File: src/rtl/rsq_pkg.sv
// rsq register bank shared definitions.
// Conflict-priority encodings and the pulse counter width helper.
package rsq_pkg;

    // Which request wins when set and clear hit the same bit together.
    localparam bit PRIO_CLR = 1'b0;
    localparam bit PRIO_SET = 1'b1;

    // Pulse counter width: enough bits to hold MIN_PULSE.
    function automatic int cnt_w(input int min_pulse);
        if (min_pulse < 1)
            return 1;
        return $clog2(min_pulse + 1);
    endfunction

endpackage

File: src/rtl/rsq_pulse_checker.sv
// One-bit minimum-pulse-width checker with a sticky violation flag.
// Ports: CLK, RN (async low), req, viol_clr -> viol.
module rsq_pulse_checker #(
    parameter int MIN_PULSE = 2
) (
    input  logic CLK,
    input  logic RN,
    input  logic req,
    input  logic viol_clr,
    output logic viol
);
    import rsq_pkg::*;

    localparam int CW = cnt_w(MIN_PULSE);
    localparam logic [CW-1:0] CMAX = CW'(MIN_PULSE);

    logic [CW-1:0] cnt;
    logic          armed;
    logic          short_fall;

    // cnt is non-zero only while a checked request was asserted
    // on the previous edge, so this is a 1->0 edge of a short pulse.
    assign short_fall = !req && (cnt != '0) && (cnt < CMAX);

    always_ff @(posedge CLK or negedge RN) begin
        if (!RN) begin
            cnt   <= '0;
            armed <= 1'b0;
            viol  <= 1'b0;
        end else begin
            // A request already in flight at reset release is not
            // measured; checking starts after an idle sample.
            armed <= armed | ~req;
            if (req && armed) begin
                if (cnt != CMAX)
                    cnt <= cnt + 1'b1;
            end else begin
                cnt <= '0;
            end
            // A fresh violation beats a simultaneous clear.
            if (short_fall)
                viol <= 1'b1;
            else if (viol_clr)
                viol <= 1'b0;
        end
    end

endmodule

File: src/rtl/rsq_register_bank.sv
// WIDTH-bit register bank with per-bit set/clear, load enable,
// change pulse (CHG) and short-pulse violation flags (VIOL).
module rsq_register_bank #(
    parameter int               WIDTH     = 8,
    parameter logic [WIDTH-1:0] RESET_VAL = '0,
    parameter bit               PRIO_SET  = rsq_pkg::PRIO_CLR,
    parameter int               MIN_PULSE = 2
) (
    input  logic             CLK,
    input  logic             RN,
    input  logic             E,
    input  logic [WIDTH-1:0] D,
    input  logic [WIDTH-1:0] RNV,
    input  logic [WIDTH-1:0] SETNV,
    input  logic             VIOL_CLR,
    output logic [WIDTH-1:0] Q,
    output logic             CHG,
    output logic [WIDTH-1:0] VIOL
);
    import rsq_pkg::*;

    logic [WIDTH-1:0] q_next;
    logic [WIDTH-1:0] req;

    assign req = ~RNV | ~SETNV;

    always_comb begin
        q_next = Q;
        for (int i = 0; i < WIDTH; i++) begin
            unique case (1'b1)
                (!RNV[i] && !SETNV[i]): q_next[i] = PRIO_SET;
                (!RNV[i] &&  SETNV[i]): q_next[i] = 1'b0;
                ( RNV[i] && !SETNV[i]): q_next[i] = 1'b1;
                default:                q_next[i] = E ? D[i] : Q[i];
            endcase
        end
    end

    always_ff @(posedge CLK or negedge RN) begin
        if (!RN) begin
            Q   <= RESET_VAL;
            CHG <= 1'b0;
        end else begin
            Q   <= q_next;
            CHG <= (q_next != Q);
        end
    end

    for (genvar i = 0; i < WIDTH; i++) begin : g_chk
        rsq_pulse_checker #(
            .MIN_PULSE(MIN_PULSE)
        ) u_chk (
            .CLK     (CLK),
            .RN      (RN),
            .req     (req[i]),
            .viol_clr(VIOL_CLR),
            .viol    (VIOL[i])
        );
    end

endmodule

File: config.mk
export PLATFORM = sky130hd
export DESIGN_NAME = rsq_register_bank
export DESIGN_NICKNAME = d
export VERILOG_FILES = /design/src/rtl/rsq_pkg.sv /design/src/rtl/rsq_pulse_checker.sv /design/src/rtl/rsq_register_bank.sv
export SDC_FILE = /design/constraint.sdc
export NUM_CORES = 1
export LEC_CHECK = 0
export BUFFER_PORTS_ARGS = -buffer_cell sky130_fd_sc_hd__clkbuf_2
export CAP_MARGIN = 30
export CORE_UTILIZATION = 34
export DETAILED_ROUTE_END_ITERATION = 6
export RECOVER_POWER = 100
export SYNTH_ARGS = -nofsm -noshare
export SYNTH_HDL_FRONTEND = slang
export SYNTH_HIERARCHICAL = 1
export SYNTH_SLANG_ARGS = --single-unit
File: constraint.sdc
create_clock -name CLK -period 1.3 [get_ports CLK]
set_input_delay 0.26 -clock CLK [delete_from_list [all_inputs] [get_ports CLK]]
set_output_delay 0.26 -clock CLK [all_outputs]
set_load 0.03 [all_outputs]
== Yosys cells after proc, flatten, opt, wreduce, memory -nomap -nowiden ==
Index checks and enable logic that the tools add are counted.

* Register bits: 41
* Word-level logic and storage cells: 215

* $add $sub $neg: 8
* $lt $le $gt $ge: 8
* Eq/ne operators: 17
* Muxes and demuxes: 41
* Bitwise gates (word level): 19
* Reductions and logical operators: 96

{| class="wikitable"
|+ Operators by type and width
! operator !! number
|-
| 1-bit logical AND || 48
|-
| 2-bit 2-to-1 mux || 16
|-
| 2-bit inequality test (second input constant) || 16
|-
| 2-bit nonzero test || 16
|-
| 1-bit zero test || 24
|-
| 1-bit 2-to-1 mux || 17
|-
| 2-bit by 1-bit adder with 2-bit output (second input constant) || 8
|-
| 2-bit < comparator (second input constant) || 8
|-
| 8-bit inverter || 2
|-
| 1-bit one-hot mux with 2 select lines || 8
|-
| 2-bit OR reduction || 8
|-
| 8-bit inequality test || 1
|-
| 1-bit inverter || 8
|-
| 1-bit OR || 8
|-
| 8-bit OR || 1
|}

== Depth between registers and ports, before layout ==
* Word-level depth: 6
* Mapped depth: 4
* Gate-level depth less buffers: 4

== Modules after synthesis ==
The synthesis kept the hierarchy.

{| class="wikitable"
|+ Modules (own cells, without submodules)
! module !! instances !! cells an instance !! area each (um2)
|-
| rsq_pulse_checker || 8 || 16 || 188.9
|-
| rsq_register_bank || 1 || 79 || 656.9
|}

== Worst setup path after synthesis ==
Ideal clock, no wire load.

* Path kind: register -> register
* From: register Q[7]
* To: register CHG
* Setup time: 0.143 ns
* Data arrival time: 1.343 ns
* Data required time: 1.157 ns
* Slack: -0.185 ns
* Cell stages (with the launch flop): 5
* Clock period less this slack: 1.485 ns
* Cells stage by stage: dfrtp_1 > nor2b_4 > a2111o_1 > nor4_1 > nand4_1

* Cells in the longest elaborated chain, start to end: 3

{| class="wikitable"
|+ Ends and longest elaborated chain
! element !! RTL line !! text
|-
| from (decl) || rsq_register_bank.sv:16 || <nowiki>output logic [WIDTH-1:0] Q,</nowiki>
|-
| from (signal assigned) || rsq_register_bank.sv:44 || <nowiki>Q <= q_next;</nowiki>
|-
| 1-bit 2-to-1 mux || rsq_register_bank.sv:34 || <nowiki>default: q_next[i] = E ? D[i] : Q[i];</nowiki>
|-
| 1-bit one-hot mux with 2 select lines || rsq_register_bank.sv:30 || <nowiki>unique case (1'b1)</nowiki>
|-
| 8-bit inequality test (*) || rsq_register_bank.sv:45 || <nowiki>CHG <= (q_next != Q);</nowiki>
|-
| to (signal assigned) || rsq_register_bank.sv:45 ||
|-
| to (decl) || rsq_register_bank.sv:17 || <nowiki>output logic CHG,</nowiki>
|}

Mark *: on every way between the ends. The rest lies on a longest branch, timed or not.
A chain may end at the register's enable or synchronous reset.

== Final worst setup path ==
* From: register Q[3]
* To: register CHG

Same word-level chain as after synthesis.

==> out/qor.yml <==
r2r_slack_ns: -0.003
die_h_um: 81.86
cap_violations: 0
grt_pass1_vias: 1545
syn_inst: 207
fin_skew_ns: 0.003033
synth.cell_area_um2: 2168
yosys.area.top_type: "dfrtp_1"
hold_depth: 2
hold_path_class: "in -> reg"
rsz0062_at_grt: "yes"
layout-drive-gt1-share_pct: 23.05
post-place-cells: 336
synth_nets: 251
worstSkewPairLatency_ns: 0.29
p_leak_nw: 1.293
utilization_pct: 43.29
final-setup-viol-count: 1
postSynthAreaPerCell_um2: 10.48
async_flop_share_pct: 100.0
dp_hpwl_um: 3425
wire_per_inst_um: 12.61
syn_to_final_growth_pct: 20.31
clockBufferDepth: 2
synth_top_area_share_pct: 47.32
cts_tree: "built"
yosys-top-cells-count: "dfrtp_1 (41), inv_1 (30), nand2_1 (20)"
die_area_um2: 6701
ys_ff_latch: 41
ys_warn_count: 6
gp_congestion: 0.6985
worst_slack_ns: -0.003489
cp-end-kind: "flip-flop"
synth_edf_count: 0
status: "finished, violations left"
maxSlewHeadroom_pct: 70.56
hold_viol: 0
post-synth-top-count-cell: "dfrtp_1"
cts_buffers: 5
worstPathRequired_ns: 1.46
yosysUniqueCellTypes: 25
max-vdd-ir-drop_v: 0.0008520
num_vias: 1584
pin_count: 45
dr.pass1.iters: 4
r2r_end: "CHG$_DFF_PN0_"
whs_ns: 0.1973
multi_input_area_um2: 978.4
grt_overflow_total: 0
fp.dieW_um: 81.86
drc_errors: 0
antenna_found_initial: 0
yosys-top-cells-area: "dfrtp_1 (47%), ha_1 (9.2%), o32ai_2 (6.0%), inv_1 (5.2%), mux2i_1 (4.6%)"
detail_route.vias_per_cell: 4.605
fmax_mhz: 767.2
rr_worst_depth: 4
drt.antenna.violating_nets: 0
cts_sinks: 41
tightest_slew_ns: 0.4415
port_buffers: 44
routed_wl_um: 4339
regArea_um2: 1028
crit_fanout: 2
critPathLaunchType: "flip-flop"
finalMaxSlewViolations: 0
p_per_area_nw_per_um2: 1670
violations: "setup timing"
final_cells: 344
drt_iter0_drc: 63
grt_max_degree: 25
hold_path_end: "Q[4]$_DFF_PN0_"
fillCellCount: 614
reg2reg_from: "Q[3]$_DFF_PN0_"
final.setup.tns_ns: -0.003489
cts_htree_levels: 2
initial_utilization_pct: 35.98
grt_first_pass_wirelength_um: 7327
crit_arrival_ns: 1.46
grt_use_total_pct: 14.81
core-area_um2: 6026
period_share_pct: 100.3
nets: 313
num_rows: 28
hp-start: "SETNV[4]"
ys_seq_area_share_pct: 47.32
worstSetupPathType: "reg -> reg"
path_clk_slew_ns: 0.07
layout_min_cycle_time_ns: 1.303
diodes: 0
dominantRegCellSynth: "dfrtp_1"
clockRootBuffer: "clkbuf_8"
-- sequential cells by signal, summed over array words and instances, names as in the netlist --
name               flops
Q                      8
g_chk.u_chk/armed      8
g_chk.u_chk/cnt       16
CHG                    1
g_chk.u_chk/viol       8
-- power breakdown --
part	internal [mW]	switching (mW)	total [mW]
clock	0.420	0.423	0.842
sequential	1.63	0.248	1.87
combinational	0.704	0.936	1.64
total	2.75	1.61	4.36
-- per-stage QoR --
step | area (um^2) | power, mW | setup slack (ns)
finish | 2609 | 4.356 | -0.003489
global route | 2609 | 4.779 | -0.08402
CTS | 2681 | 4.564 | -0.02168
detailed placement | 2575 | 3.671 | -0.1278
global placement | 2575 | 3.616 | -0.05400
floorplan | 2171 | 3.204 | -0.1342
-- worst max-delay path by stage --
stage	start	endpoint	slack, ns
global placement	Q[7]$_DFF_PN0_	CHG$_DFF_PN0_	-0.05
finish	Q[3]$_DFF_PN0_	CHG$_DFF_PN0_	-0.003
CTS	Q[3]$_DFF_PN0_	CHG$_DFF_PN0_	-0.02
detailed placement	Q[7]$_DFF_PN0_	CHG$_DFF_PN0_	-0.13
global route	Q[3]$_DFF_PN0_	CHG$_DFF_PN0_	-0.08
floorplan	Q[7]$_DFF_PN0_	CHG$_DFF_PN0_	-0.13
-- placed cells by master, fill, tap and decap left out --
cell | netlist | routed
nand3b_1 | 7 | 7
o32ai_1 | 2 | 10
dlygate4sd3_1 | 0 | 1
nand2_1 | 20 | 20
o21ai_0 | 5 | 5
nand2b_1 | 11 | 11
clkinvlp_4 | 0 | 1
nor4_1 | 2 | 1
xor2_1 | 8 | 8
inv_1 | 30 | 30
clkbuf_4 | 0 | 1
dfrtp_1 | 41 | 39
ha_1 | 16 | 16
mux2i_1 | 10 | 10
nor2b_4 | 1 | 1
o22ai_1 | 2 | 2
nand4_1 | 1 | 1
or2b_1 | 1 | 1
clkbuf_8 | 0 | 6
buf_4 | 0 | 7
nor2_1 | 16 | 16
o41ai_2 | 0 | 1
dfrtp_2 | 0 | 2
clkbuf_1 | 0 | 5
a21boi_0 | 8 | 8
nor2b_1 | 2 | 2
and2_0 | 0 | 3
and2_1 | 4 | 1
nor3b_1 | 4 | 4
a21oi_1 | 5 | 5
clkbuf_2 | 0 | 41
nor4_2 | 0 | 1
a2111o_1 | 1 | 1
buf_6 | 0 | 1
-- routing by layer --
metal | GRT usage (%) | vias up | routed length (um)
met5 | 0 | - | 0
li1 | - | 815 | -
met1 | 20.63 | 729 | 2211
met3 | 4.667 | 6 | 253
met4 | 4.211 | 0 | 43
met2 | 21.90 | 34 | 1831
-- timing repair --
action,CTS,global route
hold endpoints to repair,14,0
buffers inserted,0,0
hold buffers,1,0
setup endpoints to repair,1,2
pin swaps,3,0
resized for setup,1,5
-- kinds of logic after synthesis --
| family | synth area share, % |
|---|---|
| AND/OR/NAND/NOR | 16.79 |
| flip-flops | 47.32 |
| AO/OA/AOI/OAI | 13.39 |
| buffers and inverters | 5.424 |
| adder cells (fa/ha/maj) | 9.232 |
| multiplexers | 4.616 |
| XOR/XNOR | 3.232 |
-- worst max-delay path, cell delays in order, from the launching register on --
cell      delay (ns)
dfrtp_2         0.40
nor2b_1         0.12
a2111o_1        0.40
nor4_2          0.14
nand4_1         0.12
-- final cells by class --
class | instances | area share (%)
clock buffers | 6 | 3.165
clock inverters | 1 | 0.2878
inverters | 30 | 4.317
multi-input cells | 135 | 37.51
flip-flops and latches | 41 | 39.42
well taps | 75 | 3.597
repair buffers | 56 | 11.70
Power figures use the tool's default switching activity.
